## src/rtl/serial_subtractor.sv

```systemverilog
// Bit-serial subtractor diff = a - b, LSB first, one full-subtractor cell, start/done handshake.
// Optional SERIAL_SUB_OVF_EN adds a registered signed-overflow flag (ovf).
module serial_subtractor #(
  parameter int WIDTH = 8,
  parameter int CNT_W = $clog2(WIDTH + 1)
) (
  input  logic             clk,
  input  logic             rst_n,
  input  logic             start,
  input  logic [WIDTH-1:0] a,
  input  logic [WIDTH-1:0] b,
  output logic             busy,
  output logic             done,
  output logic [WIDTH-1:0] diff,
  output logic             borrow_out
`ifdef SERIAL_SUB_OVF_EN
  ,
  output logic             ovf
`endif
);

  localparam logic [1:0] IDLE  = 2'd0;
  localparam logic [1:0] SHIFT = 2'd1;
  localparam logic [1:0] DONE  = 2'd2;

  logic [1:0]       state;
  logic [WIDTH-1:0] a_sr;
  logic [WIDTH-1:0] b_sr;
  logic [WIDTH-2:0] res_sr;
  logic             br;
  logic [CNT_W-1:0] cnt;

  logic             x;
  logic             y;
  logic             d;
  logic             br_nxt;
  logic             last;
  logic [WIDTH-1:0] res_nxt;

  assign x       = a_sr[0];
  assign y       = b_sr[0];
  assign d       = x ^ y ^ br;
  assign br_nxt  = (~x & y) | (~(x ^ y) & br);
  // res_sr keeps only the upper WIDTH-1 result bits; the newest bit completes the word.
  assign res_nxt = {d, res_sr};
  assign last    = (cnt == CNT_W'(WIDTH - 1));

  assign busy = (state == SHIFT);
  assign done = (state == DONE);

  always_ff @(posedge clk or negedge rst_n) begin
    if (!rst_n) begin
      state      <= IDLE;
      a_sr       <= '0;
      b_sr       <= '0;
      res_sr     <= '0;
      br         <= 1'b0;
      cnt        <= '0;
      diff       <= '0;
      borrow_out <= 1'b0;
`ifdef SERIAL_SUB_OVF_EN
      ovf        <= 1'b0;
`endif
    end else begin
      case (state)
        IDLE: begin
          if (start) begin
            a_sr  <= a;
            b_sr  <= b;
            br    <= 1'b0;
            cnt   <= '0;
            state <= SHIFT;
          end
        end
        SHIFT: begin
          res_sr <= res_nxt[WIDTH-1:1];
          br     <= br_nxt;
          a_sr   <= a_sr >> 1;
          b_sr   <= b_sr >> 1;
          cnt    <= cnt + CNT_W'(1);
          if (last) begin
            state      <= DONE;
            diff       <= res_nxt;
            borrow_out <= br_nxt;
`ifdef SERIAL_SUB_OVF_EN
            // On the last bit x and y are the operand sign bits and d is the result sign.
            ovf        <= (x != y) && (d != x);
`endif
          end
        end
        DONE:    state <= IDLE;
        default: state <= IDLE;
      endcase
    end
  end

endmodule

```

## config.mk

```make
export PLATFORM = sky130hd
export DESIGN_NAME = serial_subtractor
export DESIGN_NICKNAME = d
export VERILOG_FILES = /design/src/rtl/serial_subtractor.sv
export SDC_FILE = /design/constraint.sdc
export NUM_CORES = 1
export LEC_CHECK = 0
export CAP_MARGIN = 20
export CORE_UTILIZATION = 28
export DETAILED_ROUTE_END_ITERATION = 6
export HOLD_SLACK_MARGIN = 0.03
export PLACE_DENSITY = 0.54
export SLEW_MARGIN = 20
export SYNTH_ARGS = -nofsm -noshare
export SYNTH_HDL_FRONTEND = slang
export SYNTH_SLANG_ARGS = --single-unit
```

## constraint.sdc

```tcl
create_clock -name clk -period 1.4 [get_ports clk]
set_input_delay 0.28 -clock clk [delete_from_list [all_inputs] [get_ports clk]]
set_output_delay 0.28 -clock clk [all_outputs]
set_load 0.02 [all_outputs]
```

# After elaboration in Yosys (flattened, before gate mapping)
# Index checks and enable logic that the tools add are counted.
[op_classes]
reduce_logical = 5
n_addsub = 1
n_bitwise = 7
eq_ne = 5
n_mux = 11
[ops]
columns = ["op", "n"]
rows = [
  ["8-bit case mux with 2 select lines", 2],
  ["8-bit two-way mux", 2],
  ["4-bit case mux with 2 select lines", 1],
  ["2-bit AND reduction", 3],
  ["4-bit by 1-bit adder with 4-bit output (second input constant)", 1],
  ["4-bit by 3-bit equality test with 1-bit output (second input constant)", 1],
  ["2-bit two-way mux", 2],
  ["4-bit two-way mux", 1],
  ["2-bit case mux with 2 select lines", 1],
  ["1-bit bitwise AND", 2],
  ["2-bit by 1-bit equality test with 1-bit output (second input constant)", 1],
  ["2-bit equality test (second input constant)", 1],
  ["2-bit logical NOT", 1],
  ["2-bit by 1-bit inequality test with 1-bit output (second input constant)", 1],
  ["2-bit inequality test (second input constant)", 1],
  ["1-bit inverter", 2],
  ["1-bit case mux with 2 select lines", 1],
  ["2-bit nonzero test", 1],
  ["1-bit XOR", 2],
  ["1-bit two-way mux", 1],
  ["1-bit OR", 1],
]
[word_totals]
register_bits = 39
in_bits = 19
word_cells = 37

# Depth between registers and ports, before layout
# Gate-level depths: netlist (run 1).
[logic_depth]
word_depth = 5
ltp_mapped = 5
depth_no_buf = 4

# Least setup slack after synthesis (run 1)
# OpenSTA, ideal clock, no wires.
[synth_timing]
path_type = "register to output"
startpoint = "register state[1]"
endpoint = "output done"
path_stages_with_launch = 4
path_slack_ns = -0.117
t_arrival_ns = 1.237
path_buffers = 2
cell_sequence = "dfrtp_1 -> clkbuf_1 -> clkbuf_1 -> nor2b_1"
[synth_between]
elab_chain_cells = 1
[synth_lines]
columns = ["element", "line", "source"]
rows = [
  ["start, declared", "26", "logic [1:0] state;"],
  ["start signal, assigned", "53", "state <= IDLE;"],
  ["start signal, assigned", "72", "state <= SHIFT;"],
  ["start signal, assigned", "82", "state <= DONE;"],
  ["2-bit equality test", "49", "assign done = (state == DONE);"],
  ["end, declared", "13", "output logic done,"],
]
# No other way between the ends.

# Worst setup path in the final report (run 1)
# Same ends and word-level chain as after synthesis.

==> metrics, run 1 <==
outcome=finished, violations left; failing checks=setup timing; syn nets=189; final setup vio count=14; top cells by area, synth=dfrtp_1 (56%), nand2_1 (6.5%), mux2_2 (5.8%), o21ai_0 (5.2%), nor2b_1 (5.0%); Cells after Synth=168; global-route wire length before repair=6840 um; layout cells sized above 1=23.2%; post-layout worst setup margin=-0.0357 ns; via/cell ratio=4.67; RSZ-0062 raised after global routing=yes; # clock sinks=39; Final Core Density=40.8%; Max Slew Vio Count=0; area delta synth->final=39.7%; CP Launch Type=register; TritonCTS clock tree=yes; NumNets Final=242; Max VDD drop=1110 uV; clk slew on worst S/H paths=0.07 ns; Final ANT Viol Nets=0; post-synthesis sequential area ratio=56.2%; number of global-route vias before repair=1440; post-route design area=0.00243 mm^2; Max-Cap Viols=0; final worst path period need=1.44 ns; CTS Buf Count=5; DR vias=1377; Die Y=80.8 um; dpl hpwl=2550 um; Hold WC Path Type=primary input to asynchronous set/reset pin; Max Root-Sink Buffers=2; Slew @ Worst Pin=0.220 ns; DRT Pass-1 Iters=4; critical-path cell list=buf_4, buf_4, nor2b_4, buf_6; WL/cell=13.6 um; initial antenna violation count=0; Buf+Inv Stages, Crit Path=3; num rows=28; gr ovfl total=0; synth unique cells=22; largest net degree at the start of global routing=40; CTS H-tree lvls=2; Fin Hold WS=0.486 ns; period utilization=103%; Seq cells post-synth=39; Die Area=0.00653 mm^2; Crit-path slowest cell=dfrtp_1; mapped cell area=0.00174 mm^2; Ys Warns=0; PD cells=2070 mW/mm^2; Rel. slew slack=85.3%; crit-path max cell delay=0.38 ns; Setup crit end kind=primary output; fmax=697 MHz; post-synth top area cell=dfrtp_1; Critical Path Fanout Max=2; final wirelength=4010 um; leak pwr=1.12 nW; Mean Syn Cell Area=10.3 um^2; TNS Setup=-0.186 ns; die width=80.8 um; initial detailed-routing violation count=53; Final Hold Violating Endpoints=0; Area after DPL=0.00226 mm^2; r2r setup slk=-0.02 ns; Yosys top cell area share=56.2%; Post-route DRC=0; Top delay family on crit path=flip-flops; # diodes=0; worst skew pair latency=0.29 ns; Starting Density=29.2%; Worst EP required=1.12 ns; CP most frequent cell=buf_4; Clock Skew=0.00279 ns; Core ar.=0.00596 mm^2; kind of critical path=register to primary output; io pins=30; gpl congestion=0.682; PortBufs=29; Root Buffer=clkbuf_8; GRT Util Overall=13.8%; arrival time worst endpoint=1.16 ns
[through the flow]
| step | cells | worst slack (ns) | power (mW) |
|---|---|---|---|
| 5_1_grt | 295 | -0.0865 | 5.45 |
| 2_1_floorplan | 168 | -0.0247 | 3.19 |
| 4_1_cts | 295 | -0.0888 | 5.03 |
| 3_5_place_dp | 282 | -0.153 | 4.19 |
| 3_3_place_gp | 282 | -0.155 | 4.17 |
| 6_report | 295 | -0.0357 | 5.03 |
[synthesized netlist by cell type (all sizes together)]
| cell | instances |
|---|---|
| a21oi | 16 |
| mux2 | 9 |
| nor2b | 14 |
| o21bai | 1 |
| ha | 1 |
| nand2 | 30 |
| a2bb2oi | 1 |
| or3 | 1 |
| clkbuf | 7 |
| and3b | 3 |
| inv | 4 |
| o21ai | 18 |
| nand2b | 1 |
| nand3 | 3 |
| nor3 | 1 |
| mux2i | 1 |
| fa | 1 |
| buf | 2 |
| a22o | 2 |
| dfrtp | 39 |
| a22oi | 11 |
| nor2 | 2 |
[final cells by class]
type / count / area (um^2)
Inverter: 4 / 15.0
Timing Repair Buffer: 55 / 505
Fill cell: 588 / 3530
Sequential cell: 39 / 977
Multi-Input combinational cell: 116 / 764
Clock buffer: 6 / 72.6
Tap cell: 75 / 93.8
[worst min-delay path, stage by stage]
cell and delay [ns]:
dlygate4sd3_1 0.52, buf_2 0.12, buf_12 0.22
[per-layer routing]
layer  GRT usage [%]  part of all wire, %  up-vias
li1                -                    -      682
met4            2.68                 0.70        0
met1            18.2                   50      663
met2            22.8                   45       28
met3            4.04                  4.6        4
met5               0                    0        -
[flip-flops by register name, indices dropped and copies added, names as in the netlist]
signal	cells
a_sr	8
b_sr	8
borrow_out	1
br	1
cnt	4
diff	8
res_sr	7
state	2
[final timing paths]
kind | startpoint | endpoint | cells after the start
max | state[1] | done | 4
min | rst_n | diff[4] | 3
max reg2reg | state[1] | cnt[1] | 6
min reg2reg | br | br | 2
max in group asynchronous | rst_n | state[0] | 3
min in group clk | br | br | 2
[cell families (layout without fill, tap and decap cells)]
| family | after synthesis | after routing | synth area share, % |
|---|---|---|---|
| AO/OA/AOI/OAI | 49 | 49 | 16.5 |
| adder cells (fa/ha/maj) | 2 | 2 | 1.87 |
| buffers and inverters | 13 | 65 | 2.95 |
| flip-flops | 39 | 39 | 56.2 |
| multiplexers | 10 | 10 | 6.41 |
| AND/OR/NAND/NOR | 55 | 55 | 16.1 |
[placed cells by master (no fill, tap or decap), types with 5 or more instances in the layout]
master           synthesis  final
buf_6                    0      7
buf_4                    0     19
mux2_4                   0      8
o21ai_0                 18     15
nor2b_1                 14     12
a21oi_1                 16     16
clkbuf_8                 0      5
clkdlybuf4s50_1          0     17
dfrtp_1                 39     38
dlygate4sd2_1            0      9
a22oi_1                 11     11
nand2_1                 30     29
[what timing repair did]
item                       CTS  global route
hold buffers                 1             0
buffers inserted             5             2
gates cloned                 1             0
resized for setup           29            16
hold endpoints to repair    39             0
setup endpoints to repair   19            26
pin swaps                    2             1
[power breakdown]
part           internal, mW  switching [mW]
clock                 0.332           0.362
sequential             1.61           0.333
combinational          1.22            1.17
total                  3.17            1.86
No activity file was read; power rests on OpenSTA's default activity.
==> run 2, diff against run 1 <==
--- a/config.mk
+++ b/config.mk
@@ -7,6 +7,7 @@
 export LEC_CHECK = 0
 export CAP_MARGIN = 20
 export CORE_UTILIZATION = 28
+export CTS_CLUSTER_DIAMETER = 150
 export DETAILED_ROUTE_END_ITERATION = 6
 export HOLD_SLACK_MARGIN = 0.03
 export PLACE_DENSITY = 0.54
==> results of run 2 <==
Final layout, timing and power as in run 1 (identical DEF).
